File: config.mk
export PLATFORM = sky130hd
export DESIGN_NAME = a2d_intf
export DESIGN_NICKNAME = d
export VERILOG_FILES = /design/src/rtl/a2d_pkg.sv /design/src/rtl/spi_shift16.sv /design/src/rtl/a2d_intf.sv
export SDC_FILE = /design/constraint.sdc
export NUM_CORES = 1
export LEC_CHECK = 0
export ABC_AREA = 1
export CAP_MARGIN = 25
export CELL_PAD_IN_SITES_DETAIL_PLACEMENT = 0
export CELL_PAD_IN_SITES_GLOBAL_PLACEMENT = 1
export CORE_ASPECT_RATIO = 0.75
export CORE_MARGIN = 1.5
export CORE_UTILIZATION = 42
export DETAILED_ROUTE_END_ITERATION = 8
export GPL_ROUTABILITY_DRIVEN = 0
export HOLD_SLACK_MARGIN = 0.12
export PLACE_DENSITY_LB_ADDON = 0.1
export SETUP_SLACK_MARGIN = 0.1
export SYNTH_ARGS = -nofsm -noshare
export SYNTH_HDL_FRONTEND = slang
export SYNTH_HIERARCHICAL = 1
export SYNTH_SLANG_ARGS = --single-unit
export TNS_END_PERCENT = 1
File: constraint.sdc
create_clock -name clk -period 2.75 [get_ports clk]
set_clock_uncertainty 0.2 [all_clocks]
set_input_delay 0.55 -clock clk [delete_from_list [all_inputs] [get_ports clk]]
set_output_delay 0.55 -clock clk [all_outputs]
set_load 0.005 [all_outputs]
File: src/rtl/a2d_pkg.sv
// rtl/a2d_pkg.sv - shared state type and timing constants for the ADC SPI interface
package a2d_pkg;

  typedef enum logic [2:0] {
    IDLE   = 3'd0,
    FRAME1 = 3'd1,
    GAP    = 3'd2,
    FRAME2 = 3'd3,
    DONE   = 3'd4
  } a2d_state_e;

  localparam int                    SCLK_DIV_W = 5;
  localparam logic [4:0]            FRAME_BITS = 5'd16;
  localparam logic [SCLK_DIV_W-1:0] PORCH_LOAD = 5'b10111;
  localparam logic [SCLK_DIV_W-1:0] SHIFT_AT   = 5'b11111;
  localparam logic [SCLK_DIV_W-1:0] SAMPLE_AT  = 5'b01111;
  localparam logic [SCLK_DIV_W-1:0] END_AT     = 5'b11110;

  function automatic logic [15:0] cmd_word(input logic [2:0] ch);
    return {2'b00, ch, 11'h000};
  endfunction

endpackage

File: src/rtl/spi_shift16.sv
// rtl/spi_shift16.sv - 16-bit parallel-load transmit / serial-in receive shift register
module spi_shift16 (
  input  logic        clk,
  input  logic        rst,
  input  logic        load_i,
  input  logic [15:0] load_data_i,
  input  logic        shift_i,
  input  logic        sample_i,
  input  logic        miso_i,
  output logic        mosi_o,
  output logic [15:0] rx_data_o
);

  logic [15:0] tx_q, tx_d;
  logic [15:0] rx_q, rx_d;

  // A load starts a new frame, so the receive side is cleared at the same time.
  always_comb begin
    tx_d = tx_q;
    rx_d = rx_q;
    if (load_i) begin
      tx_d = load_data_i;
      rx_d = 16'h0000;
    end else begin
      if (shift_i)  tx_d = {tx_q[14:0], 1'b0};
      if (sample_i) rx_d = {rx_q[14:0], miso_i};
    end
  end

  always_ff @(posedge clk) begin
    if (rst) begin
      tx_q <= 16'h0000;
      rx_q <= 16'h0000;
    end else begin
      tx_q <= tx_d;
      rx_q <= rx_d;
    end
  end

  assign mosi_o    = tx_q[15];
  assign rx_data_o = rx_q;

endmodule

File: src/rtl/a2d_intf.sv
// rtl/a2d_intf.sv - two-frame SPI conversion sequencer for an 8-channel ADC
module a2d_intf
  import a2d_pkg::*;
(
  input  logic        clk,
  input  logic        rst,
  input  logic        strt_cnv,
  input  logic [2:0]  chnnl,
  input  logic        MISO,
  output logic        SS_n,
  output logic        SCLK,
  output logic        MOSI,
  output logic [11:0] res,
  output logic        cnv_cmplt
);

  a2d_state_e            state_q, state_d;
  logic [SCLK_DIV_W-1:0] sclk_div_q, sclk_div_d;
  logic [4:0]            bit_cnt_q, bit_cnt_d;
  logic [2:0]            chnnl_q, chnnl_d;
  logic                  ss_n_q, ss_n_d;
  logic [11:0]           res_q, res_d;
  logic                  cmplt_q, cmplt_d;

  logic        in_frame, frame_end, sample_en, shift_en, load_en;
  logic        mosi_bit;
  logic [15:0] rx_data;
  logic        unused_rx_hi;

  assign in_frame  = (state_q == FRAME1) || (state_q == FRAME2);
  assign frame_end = in_frame && (bit_cnt_q == FRAME_BITS) && (sclk_div_q == END_AT);
  assign sample_en = in_frame && (sclk_div_q == SAMPLE_AT);
  // The first bit is already on MOSI when SS_n falls, so the first shift slot is skipped.
  assign shift_en  = in_frame && (sclk_div_q == SHIFT_AT) && (bit_cnt_q != 5'd0);
  assign load_en   = ((state_q == IDLE) && strt_cnv) || ((state_q == FRAME1) && frame_end);

  spi_shift16 u_shift (
    .clk         (clk),
    .rst         (rst),
    .load_i      (load_en),
    .load_data_i (cmd_word((state_q == IDLE) ? chnnl : chnnl_q)),
    .shift_i     (shift_en),
    .sample_i    (sample_en),
    .miso_i      (MISO),
    .mosi_o      (mosi_bit),
    .rx_data_o   (rx_data)
  );

  assign unused_rx_hi = ^rx_data[15:12];

  // GAP doubles as FRAME2's first porch cycle, which keeps SS_n high for exactly one cycle.
  always_comb begin
    state_d    = state_q;
    sclk_div_d = sclk_div_q + 5'd1;
    bit_cnt_d  = bit_cnt_q + {4'd0, sample_en};
    chnnl_d    = chnnl_q;
    res_d      = res_q;
    cmplt_d    = cmplt_q;
    case (state_q)
      IDLE: begin
        sclk_div_d = sclk_div_q;
        if (strt_cnv) begin
          state_d    = FRAME1;
          chnnl_d    = chnnl;
          cmplt_d    = 1'b0;
          sclk_div_d = PORCH_LOAD;
          bit_cnt_d  = 5'd0;
        end
      end
      FRAME1: begin
        if (frame_end) begin
          state_d    = GAP;
          sclk_div_d = PORCH_LOAD;
          bit_cnt_d  = 5'd0;
        end
      end
      GAP: state_d = FRAME2;
      FRAME2: begin
        if (frame_end) begin
          state_d = DONE;
          res_d   = rx_data[11:0];
          cmplt_d = 1'b1;
        end
      end
      DONE: begin
        state_d    = IDLE;
        sclk_div_d = sclk_div_q;
      end
      default: state_d = IDLE;
    endcase
    ss_n_d = !(((state_q == FRAME1) && (state_d == FRAME1)) || (state_d == FRAME2));
  end

  always_ff @(posedge clk) begin
    if (rst) begin
      state_q    <= IDLE;
      sclk_div_q <= '0;
      bit_cnt_q  <= 5'd0;
      chnnl_q    <= 3'd0;
      ss_n_q     <= 1'b1;
      res_q      <= 12'h000;
      cmplt_q    <= 1'b0;
    end else begin
      state_q    <= state_d;
      sclk_div_q <= sclk_div_d;
      bit_cnt_q  <= bit_cnt_d;
      chnnl_q    <= chnnl_d;
      ss_n_q     <= ss_n_d;
      res_q      <= res_d;
      cmplt_q    <= cmplt_d;
    end
  end

  assign SS_n      = ss_n_q;
  assign SCLK      = in_frame ? sclk_div_q[4] : 1'b1;
  assign MOSI      = !ss_n_q && mosi_bit;
  assign res       = res_q;
  assign cnv_cmplt = cmplt_q;

endmodule

### After elaboration in Yosys (flattened, before gate mapping)

Cells that the tools add are included.

* bits of input ports: 7
* output and inout bits: 16
* bits in registers: 47

* reduce and logical (&&, ||, !) cells: 23
* equal/unequal tests: 12
* $add $sub $neg: 2
* bitwise logic cells: 1
* muxes and demuxes: 17

Operator list (number)
* 14-bit two-way mux: 2
* 5-bit two-way mux: 4
* 5-bit == test (second input constant): 3
* 5-bit one-hot mux with 3 select lines: 1
* 3-bit two-way mux: 4
* 3-bit one-hot mux with 4 select lines: 1
* 5-bit one-hot mux with 2 select lines: 1
* 3-bit by 2-bit == test with 1-bit output (second input constant): 3
* 1-bit logical AND: 9
* 3-bit by 1-bit == test with 1-bit output (second input constant): 2
* 2-bit AND reduction: 3
* 5-bit by 1-bit adder with 5-bit output: 1
* 5-bit by 1-bit adder with 5-bit output (second input constant): 1
* 5-bit by 4-bit == test with 1-bit output (second input constant): 1
* 5-bit nonzero test: 1
* 2-bit inequality test (second input constant): 2
* 2-bit nonzero test: 2
* 3-bit == test (second input constant): 1
* 3-bit logical NOT: 1
* 1-bit logical OR: 3
* 1-bit two-way mux: 3
* 3-bit AND reduction: 1
* 1-bit logical NOT: 2
* 1-bit one-hot mux with 2 select lines: 1
* 2 further kinds: 2

### Longest topological paths before layout

Gate-level depths: netlist of run 1.

* depth after elaboration: 10
* gate-level depth with buffers: 13

### Modules after synthesis

Netlist of run 1, hierarchy kept.

By module, submodules not included
* a2d_intf: times used 1, cells each 212, area an instance 1471.4 µm², sequential area each 600.6 µm²
* spi_shift16: times used 1, cells each 188, area an instance 1356.3 µm², sequential area each 640.6 µm²

### Worst setup path after synthesis of run 1

OpenSTA, ideal clock, no wires.

* path kind: reg-to-reg
* start point: register sclk_div_q[0]
* end point: register bit_cnt_q[4]
* clock period less this slack: 1985 ps
* stages on the path, launching flop included: 11
* setup slack: 765 ps
* arrival: 1707 ps
* cells stage by stage: dfxtp_1 > ha_1 > inv_1 > nor2_1 > ha_1 > and3_1 > ha_1 > ha_1 > nand3_1 > xor2_1 > nor3_1

* word-level cells in the longest chain between the ends: 5
* elaborated cells on any way between the ends: 8

RTL lines
* start, declared: line a2d_intf.sv:18 `logic [SCLK_DIV_W-1:0] sclk_div_q, sclk_div_d;`
* start signal, assigned: line a2d_intf.sv:105 `sclk_div_q <= sclk_div_d;`
* 5-bit by 4-bit == test with 1-bit output (*): line a2d_intf.sv:32 `assign sample_en = in_frame && (sclk_div_q == SAMPLE_AT);`
* 1-bit logical AND (*): line a2d_intf.sv:32
* via sample_en: line a2d_intf.sv:25 `logic in_frame, frame_end, sample_en, shift_en, load_en;`
* 5-bit by 1-bit adder with 5-bit output (*): line a2d_intf.sv:55 `bit_cnt_d = bit_cnt_q + {4'd0, sample_en};`
* 5-bit two-way mux, on equally long branches: line a2d_intf.sv:71, a2d_intf.sv:62
* 5-bit one-hot mux with 2 select lines (*): line a2d_intf.sv:59 `case (state_q)`
* end signal, assigned: line a2d_intf.sv:106 `bit_cnt_q <= bit_cnt_d;`
* end, declared: line a2d_intf.sv:19 `logic [4:0] bit_cnt_q, bit_cnt_d;`

The timed path passes the listed nets; every way through them passes the cells marked *.
A chain may end at the register's enable or synchronous reset.

### Worst setup path in the final report of run 1

Ends and elaborated chain as after synthesis.

==> run_results.csv, run 1 <==
group,metric,value,unit
floorplanning,dieArea,6920,um2
timing,slew_viol_final,0,
pwr,p_leak,1.56,nW
placement,placed_area,2990,um2
floorplanning,fp.dieH,72.4,um
grt,top_usage_layer,"met2",
pwr,p_int,1.46,mW
placement,hpwl,3700,um
timing,fmax,436,MHz
cells_and_area,final_nets,433,
pwr,cellPowerDensity,599,nW/um2
clock_tree,holdBufCountCts,0,
timing,fin_crit_sh,83.3,%
outcome,status,"finished, final reports clean",
worst_hold_path,worstHoldPathType,"reg2reg",
synthesis,ys_warn_count,6,
grt,grt_pass1_vias,1981,
pwr,share_seq_of_total_power,46.2,%
timing,grt_setup_unrepaired,"no",
grt,met2_usage,25.9,%
critical_path,endpoint_kind,"register",
grt,antenna_found_initial,0,
clock_tree,cts_buffers,9,
grt,grt_pass1_wl,9190,um
job,maxCapViolations,0,
routing,routedWlPerCell,10.8,um
timing,finalSetupTns,0,ns
clock_tree,cts_tree,"built",
grt,grtUsageTotal,17.6,%
pwr,irDropWorstVdd,0.000252,V
synthesis,syn_inst,385,
routing,vias_per_cell,4.50,
cells_and_area,final_cell_area,3210,um2
critical_path,cp.required,2.80,ns
critical_path,cp-start-kind,"register",
grt,grtUsageMet1,24.1,%
timing,setup_viol,0,
routing,drtPass1Iterations,4,
grt,overflow,0,
clock_tree,post_cts_resize_count,0,
floorplanning,fp-row-count,25,
cells_and_area,diodes,0,
critical_path,worstPathArrival,2.35,ns
routing,wirelength,5470,um
routing,vias,2278,
cells_and_area,area_growth,18.9,%
synthesis,syn-cell-area,2700,um2
floorplanning,initial_core_util,43.1,%
cells_and_area,drive_gt1_share,8.00,%
routing,drt_iter0_markers,89,
timing,hold_viol_final,0,
cells_and_area,final_util,51.3,%
pwr,p_sw,461,uW
critical_path,critical_path_peak_fanout,5,
clock_tree,h-tree-depth,3,
clock_tree,root_buffer,"clkbuf_8",
floorplanning,io_pins,23,
clock_tree,clkTransAtPathRegs,0.07,ns
clock_tree,clockBufferDepth,2,
synthesis,syn_avg_cell_area,7.01,um2
grt,grt_max_degree,27,
placement,numPortBuffers,22,
floorplanning,die_w,95.6,um
pwr,total_power,1.92,mW
routing,post-route-drc-count,0,
grt,met3_usage,6.50,%
clock_tree,clock_sinks,58,
pwr,switching_share,24.0,%
clock_tree,postCtsSetupBuffers,0,
clock_tree,insertion_delay,0.33,ns
pwr,clock_power_share,45.5,%
timing,period_needed,2.29,ns
routing,antenna_left,0,
floorplanning,core,6260,um2
critical_path,crit_type,"reg2reg",
pwr,p_comb_share,8.4,%
-- worst max-delay path: stages, from the launching register on --
cell	delay [ns]
dfxtp_1	0.40
ha_1	0.23
inv_1	0.05
nor2_1	0.15
ha_1	0.17
and3_1	0.22
ha_1	0.19
ha_1	0.19
nand3_1	0.10
xor2_1	0.15
nor3_1	0.15
-- state kept, by name, summed over array words and instances (netlist names) --
name,flops
cnv_cmplt,1
chnnl_q,3
u_shift/rx_data_o,12
bit_cnt_q,5
state_q,3
sclk_div_q,5
u_shift/tx_q,16
SS_n,1
res,12
-- power groups by stage --
stage                     Clock, mW  Sequential [mW]  Combinational (mW)
after CTS                     0.891            0.886               0.161
after global routing          0.930            0.891               0.184
final                         0.874            0.886               0.160
after floorplan                   0            0.901               0.125
after detailed placement          0            0.905               0.160
after global placement            0            0.905               0.160
-- final timing paths --
check	depth (start not counted)	slack (ns)	start	endpoint
max	10	0.46	sclk_div_q[0]	bit_cnt_q[4]
min	2	0.25	chnnl_q[2]	chnnl_q[2]
max reg2reg	10	0.46	sclk_div_q[0]	bit_cnt_q[4]
min reg2reg	2	0.25	chnnl_q[2]	chnnl_q[2]
-- final cells by class --
| class | instances | area [um2] |
|---|---|---|
| Fill cell | 646 | 3050 |
| Sequential cell | 58 | 1160 |
| Clock buffer | 11 | 141 |
| Multi-Input combinational cell | 262 | 1230 |
| Timing Repair Buffer | 27 | 258 |
| Tap cell | 81 | 101 |
| Clock inverter | 5 | 77.6 |
| Inverter | 62 | 235 |
-- per-layer routing --
| metal | up-vias | routed length (um) |
|---|---|---|
| met5 | - | 0 |
| met4 | 0 | 62 |
| met3 | 6 | 238 |
| met2 | 38 | 2300 |
| met1 | 997 | 2880 |
| li1 | 1237 | - |
-- cells in the final DEF (no fill, tap or decap), drive strengths merged, types with 6 or more instances in the layout --
cell	n
clkbuf	11
nand3	35
inv	62
conb	13
clkdlybuf4s50	22
nand2	119
a21oi	21
dfxtp	58
o21ai	14
ha	6
nor2	41
-- stage by stage --
stage / worst slack, ns / cells / hold WS (ns)
after global routing: 0.277 / 506 / 0.269
after detailed placement: 0.409 / 490 / 0.243
final: 0.459 / 506 / 0.250
after CTS: 0.461 / 506 / 0.254
after floorplan: 0.765 / 397 / 0.224
after global placement: 0.415 / 490 / 0.242
Power figures use the tool's default switching activity.
==> run 2: changes to the inputs <==
--- a/config.mk
+++ b/config.mk
@@ -11,7 +11,7 @@
 export CELL_PAD_IN_SITES_GLOBAL_PLACEMENT = 1
 export CORE_ASPECT_RATIO = 0.75
 export CORE_MARGIN = 1.5
-export CORE_UTILIZATION = 42
+export CORE_UTILIZATION = 38
 export DETAILED_ROUTE_END_ITERATION = 8
 export GPL_ROUTABILITY_DRIVEN = 0
 export HOLD_SLACK_MARGIN = 0.12
==> constraint.sdc (replaced) <==
create_clock -name clk -period 2 [get_ports clk]
set_clock_uncertainty 0.2 [all_clocks]
set_input_delay 0.4 -clock clk [delete_from_list [all_inputs] [get_ports clk]]
set_output_delay 0.4 -clock clk [all_outputs]
set_load 0.005 [all_outputs]
==> run 2 against run 1 <==
Count of clock-buffer cells in the layout grew 1. Fmax grew 22%. Largest power group unchanged. Critical endpoint unchanged. Setup slack lost 0.33 ns. Utilization shrank 1.0 points.
==> run_results.csv, run 2 (same netlist as run 1, synthesis figures left out) <==
group,metric,value,unit
clock_tree,insertion_delay,0.33,ns
placement,post-place-ws,-0.0137,ns
floorplanning,core,6830,um2
pwr,p_leak,1.63,nW
cells_and_area,drive_gt1_share,16.3,%
critical_path,worstPathArrival,1.93,ns
critical_path,path_cells,"ha_4 > inv_2 > nor2_4 > ha_2 > and3_4 > ha_4 > ha_4 > nand3_2 > xor2_1 > nor3_1",
timing,period_needed,1.87,ns
cells_and_area,diodes,0,
timing,grt_setup_unrepaired,"yes",
grt,grt_max_degree,27,
routing,vias_per_cell,4.37,
routing,drtPass1Iterations,4,
floorplanning,dieArea,7620,um2
routing,wirelength,5760,um
routing,routedWlPerCell,10.9,um
critical_path,cp-start-kind,"register",
critical_path,slowest_stage,"dfxtp_2",
cells_and_area,largest_reg_flops,16,
grt,grt_pass1_vias,2103,
floorplanning,fp-row-count,26,
routing,drt_iter0_markers,116,
clock_tree,root_buffer,"clkbuf_8",
clock_tree,clock_sinks,58,
job,maxCapViolations,0,
cells_and_area,seq_area,1170,um2
cells_and_area,multi_input_area,1330,um2
clock_tree,cts_buffers,9,
clock_tree,clkTransAtPathRegs,0.07,ns
cells_and_area,top_register,"u_shift/tx_q",
floorplanning,io_pins,23,
timing,hold_slack,0.254,ns
pwr,irDropWorstVdd,0.000362,V
critical_path,crit_path_max_incr_delay,0.35,ns
clock_tree,h-tree-depth,3,
grt,grtUsageTotal,16.4,%
routing,antenna_left,0,
critical_path,endpoint_kind,"register",
grt,grt_pass1_wl,9800,um
outcome,status,"finished, final reports clean",
floorplanning,fp.dieH,76.0,um
floorplanning,initial_core_util,39.5,%
critical_path,path_common_cell,"ha_4",
grt,antenna_found_initial,0,
timing,fin_crit_sh,93.6,%
clock_tree,cts_tree,"built",
routing,vias,2305,
timing,hold_viol_final,0,
timing,fmax,534,MHz
critical_path,cp.required,2.06,ns
timing,setup_viol,0,
cells_and_area,area_growth,27.3,%
cells_and_area,final_nets,451,
critical_path,critical_path_peak_fanout,2,
timing,setup_ws,0.128,ns
floorplanning,die_w,100,um
worst_hold_path,worstHoldPathType,"reg2reg",
clock_tree,clockBufferDepth,2,
timing,finalSetupTns,0,ns
cells_and_area,layout_commonest_cell,"nand2_1",
placement,numPortBuffers,22,
cells_and_area,fillers,720,
grt,overflow,0,
timing,slew_viol_final,0,
critical_path,crit_type,"reg2reg",
pwr,cellPowerDensity,729,nW/um2
cells_and_area,final_cell_mix,"nand2_1 (116), inv_1 (56), dfxtp_1 (54), nor2_1 (33), nand3_1 (32)",
cells_and_area,final_util,50.3,%
placement,hpwl,4010,um
routing,post-route-drc-count,0,
run 2: report_power, final:
part	switching (mW)	internal, mW
sequential	0.0240	1.20
clock	0.475	0.546
combinational	0.158	0.106
total	0.656	1.85
run 2: worst paths after layout:
| check | start | depth (start not counted) | endpoint | slack (ns) |
|---|---|---|---|---|
| setup / recovery | sclk_div_q[0] | 10 | bit_cnt_q[4] | 0.13 |
| hold / removal | chnnl_q[2] | 2 | chnnl_q[2] | 0.25 |
| setup reg to reg | sclk_div_q[0] | 10 | bit_cnt_q[4] | 0.13 |
| hold reg to reg | chnnl_q[2] | 2 | chnnl_q[2] | 0.25 |
run 2: layout make-up:
type	count	share of cell area [%]
Clock buffer	12	4.81
Clock inverter	4	0.729
Sequential cell	58	34.0
Inverter	62	6.99
Timing Repair Buffer	45	11.7
Multi-Input combinational cell	262	38.7
Tap cell	84	3.06
run 2: worst max-delay path, delay by kind of cell (launching register included):
| family | cells | cell delay, ns |
|---|---|---|
| adders and majority gates | 4 | 0.57 |
| xor gates and xnor gates | 1 | 0.14 |
| and+or+nand+nor | 4 | 0.48 |
| buffers and inverters | 1 | 0.04 |
| DFF | 1 | 0.35 |
run 2: through the flow:
step | power (mW) | std cells | instance area (um2)
after CTS | 2.54 | 526 | 3390
after floorplan | 1.42 | 397 | 2770
after global routing | 2.64 | 527 | 3430
after global placement | 1.50 | 509 | 3150
after detailed placement | 1.50 | 509 | 3150
final | 2.50 | 527 | 3430
run 2: layer usage:
layer  global-route usage [%]  part of all wire [%]  vias up
met4                     4.23                   1.1        0
met3                     5.50                   4.3        8
met5                        0                     0        -
met2                     23.4                    41       31
met1                     23.7                    54      994
li1                         -                     -     1272
run 2: what timing repair did:
item / in CTS / in global routing
endpoints found under the setup margin: 31 / 40
hold buffers: 0 / 0
setup buffers: 1 / 1
resized for setup: 13 / 13
pin swaps: 2 / 7
==> patch 1, RTL diff (settings of run 1) <==
`SCLK_DIV_W`: 5 -> 10.
--- a/src/rtl/a2d_pkg.sv
+++ b/src/rtl/a2d_pkg.sv
@@ -11,3 +11,3 @@
 
-  localparam int                    SCLK_DIV_W = 5;
+  localparam int                    SCLK_DIV_W = 10;
   localparam logic [4:0]            FRAME_BITS = 5'd16;
Behaviour: same outputs for any inputs over 10 cycles, from zero or initial values and one cycle with rst high; that may be too few to reach the edited logic, so the function may still have changed.
==> patch 1 against run 1 <==
Cell count increased by 15%; via count increased by 16%; sequential cell count increased by 5; worst setup slack got worse by 0.062 ns; non-clock buffer count unchanged; total power decreased by 4.2%; cell area increased by 8.8%; routed wire length increased by 16%; sequential share of layout area decreased by 0.051 points; synthesized area increased by 11%; maximum frequency decreased by 2.6%; largest power group unchanged.
==> patch 1: results <==
[layout]
instances_no_fill = 580
clkCellAreaFrac = 0.0495
nNetsFinal = 488
nonClkBufAreaFrac = 0.0739
fillers = 716
ff_latch_area_sq_um = 1260
n_all_inverters = 71
layout-drive-gt1-share = 0.0726
final_core_util = 0.508
multi_input_area_share = 0.404
nMultiInputCombCells = 305

[clock_tree]
clock_sinks = 63
clkSlewWorstSetupHoldPaths_ns = 0.08

[setup_path]
cp_max_fo = 16
path_delay_family = simple AND/OR/NAND/NOR gates
worst_r2r_path_depth = 13
cp.arrival_ns = 2.44
rr_endpoint = u_shift/tx_q[12]

[synthesis]
syn_avg_cell_area_sq_um = 6.78

[route]
post_drt_wl_per_cell_um = 10.9
wl_met1_um = 3300
met2_length_um = 2720
vias_per_cell = 4.54
drt-initial-drc-count = 114
dr_wl_met3_um = 246

[pwr]
p_sw_w = 0.000515
leakage_nw = 1.65
peakVddDrop_v = 0.000264

[placed_design]
dp_slack_ns = 0.389
place_hpwl_um = 4370
placed_area_sq_um = 3320

[grt]
grt_pass1_wl_um = 11400
grtUsageTotal = 0.186
use_met2 = 0.276
use_met1 = 0.255
grt_use_met3 = 0.0486
grt_pass1_vias = 2513

[status]
status = complete, no violations

[floorplanning]
coreArea_sq_um = 6860

[timing]
layout_min_cycle_time_ns = 2.35
[patch 1: worst min path at each step]
stage                from  slack, ns          to  cells past startpoint
6_report        cnv_cmplt       0.26   cnv_cmplt                      2
4_1_cts        chnnl_q[2]       0.26  chnnl_q[2]                      2
3_5_place_dp   chnnl_q[2]       0.24  chnnl_q[2]                      2
5_1_grt        chnnl_q[2]       0.29  chnnl_q[2]                      2
3_3_place_gp   chnnl_q[2]       0.25  chnnl_q[2]                      2
2_1_floorplan  chnnl_q[2]       0.22  chnnl_q[2]                      2
[patch 1: power by group through the flow]
| stage | sequential, W | clock [W] | combinational (W) |
|---|---|---|---|
| floorplan | 0.000976 | 0 | 0.000128 |
| global placement | 0.000981 | 0 | 0.000167 |
| detailed placement | 0.000981 | 0 | 0.000168 |
| CTS | 0.000960 | 0.000737 | 0.000169 |
| global route | 0.000963 | 0.000777 | 0.000195 |
| finish | 0.000960 | 0.000711 | 0.000168 |
==> patch 2, RTL diff (flow settings as in run 1) <==
Without the edit above. Make the reset (`rst`) asynchronous in 2 clocked blocks.
--- a/src/rtl/spi_shift16.sv
+++ b/src/rtl/spi_shift16.sv
@@ -29,3 +29,3 @@
 
-  always_ff @(posedge clk) begin
+  always_ff @(posedge clk or posedge rst) begin
     if (rst) begin
--- a/src/rtl/a2d_intf.sv
+++ b/src/rtl/a2d_intf.sv
@@ -93,3 +93,3 @@
 
-  always_ff @(posedge clk) begin
+  always_ff @(posedge clk or posedge rst) begin
     if (rst) begin
Check against the original RTL: differs if rst is asserted again (counterexample within 4 cycles, from zero or initial values and one cycle with rst high); with rst held inactive, the same outputs for 10 cycles.
==> patch 2 against run 1 <==
Routed wire length is 2.2% lower; synthesized area up 2.0%; sequential cell count unchanged; register-to-register slack improved by 0.09 ns; hold slack better by 0.022 ns; worst setup slack lost 0.026 ns; via count shrank 10%; count of clock-buffer cells in the layout unchanged; cell area unchanged; highest routed layer unchanged.
Power is not compared: it rests on default switching activity, and its combinational part moved more than twofold at a synthesized area within 25%.
==> patch 2: results <==
[grt]
grtUsageTotal = 0.177
grt_pass1_vias = 1958
grt_max_degree = 31
grt_pass1_wl_um = 9290
antenna_found_initial = 0

[synthesis]
synth-warning-count = 6

[pwr]
peakVddDrop_v = 0.000285
pwr-share-seq = 0.545
leakage_nw = 1.64
p_comb_w = 0.0000434
internal_power_w = 0.00123

[route]
vias_per_cell = 4.55
drtPass1Iterations = 4
post_drt_wl_per_cell_um = 12.0
drt-initial-drc-count = 111

[clock_tree]
clock_latency_ns = 0.34
cts-resized-gates = 0
root_buffer = clkbuf_8
post_cts_buffers = 0
ctsHtreeMaxLevel = 3
cts_buffers = 9
clkSlewWorstSetupHoldPaths_ns = 0.06
clock_path_buffers = 2

[layout]
layout-drive-gt1-share = 0.109
regMostFlops = u_shift/tx_q
antenna_cells = 0
largest_reg_flops = 16
nNetsFinal = 375

[hold_path]
hold_path.class = reg -> reg

[status]
status = complete, no violations

[placed_design]
dp_slack_ns = 0.471
numPortBuffers = 22
place_hpwl_um = 3600

[setup_path]
cp_max_fo = 4

[timing]
relSlewSlack = 0.572
patch 2: cell count changes in the layout (fill, tap and decap cells not counted), moves of 3 or more:
cell,before,now
a21oi_1,21,1
dfrtp_1,0,57
dfxtp_1,58,0
inv_1,58,27
nand2_2,0,6
nand3_1,35,49
nor2_1,35,17
nor3_1,4,0
o21ai_0,13,8
o21ai_1,0,3
patch 2: per-layer routing:
metal | wire length, um | GRT usage
met3 | 211 | 0.0594
met2 | 2200 | 0.256
met1 | 2870 | 0.246
met4 | 74 | 0.0676
met5 | 0 | 0
patch 2: critical path, stage by stage (launching register included):
cell	delay, ns
dfrtp_1	0.43
inv_2	0.06
nand2_2	0.11
inv_1	0.09
nand2_1	0.06
clkdlybuf4s50_1	0.49
patch 2: final timing paths:
path / from / end / depth (start not counted) / slack (ns)
setup / recovery: state_q[2] / SCLK / 5 / 0.43
hold / removal: u_shift/tx_q[0] / u_shift/tx_q[0] / 2 / 0.27
setup reg to reg: sclk_div_q[0] / u_shift/tx_q[6] / 9 / 0.55
hold reg to reg: u_shift/tx_q[0] / u_shift/tx_q[0] / 2 / 0.27
max in group asynchronous: rst / SS_n / 3 / 1.58
min in group asynchronous: rst / u_shift/tx_q[15] / 3 / 0.43
patch 2: layout make-up:
type	instances	area [sq um]
clock buffer	11	141
inverter	33	128
sequential	58	1450
multi-input combinational	234	1100
tap	81	101
clock inverter	5	30.0
fill	617	3110
timing repair buffer	26	250
patch 2: stage by stage:
stage	hold WS [ns]	power (W)	std cells	utilization	area [sq um]
after detailed placement	0.260	0.000931	432	0.481	3040
after floorplan	0.243	0.000909	338	-	2800
after global placement	0.259	0.000931	432	0.481	3040
after CTS	0.278	0.00162	448	0.508	3210
after global routing	0.293	0.00167	448	0.508	3210
final	0.272	0.00160	448	0.508	3210
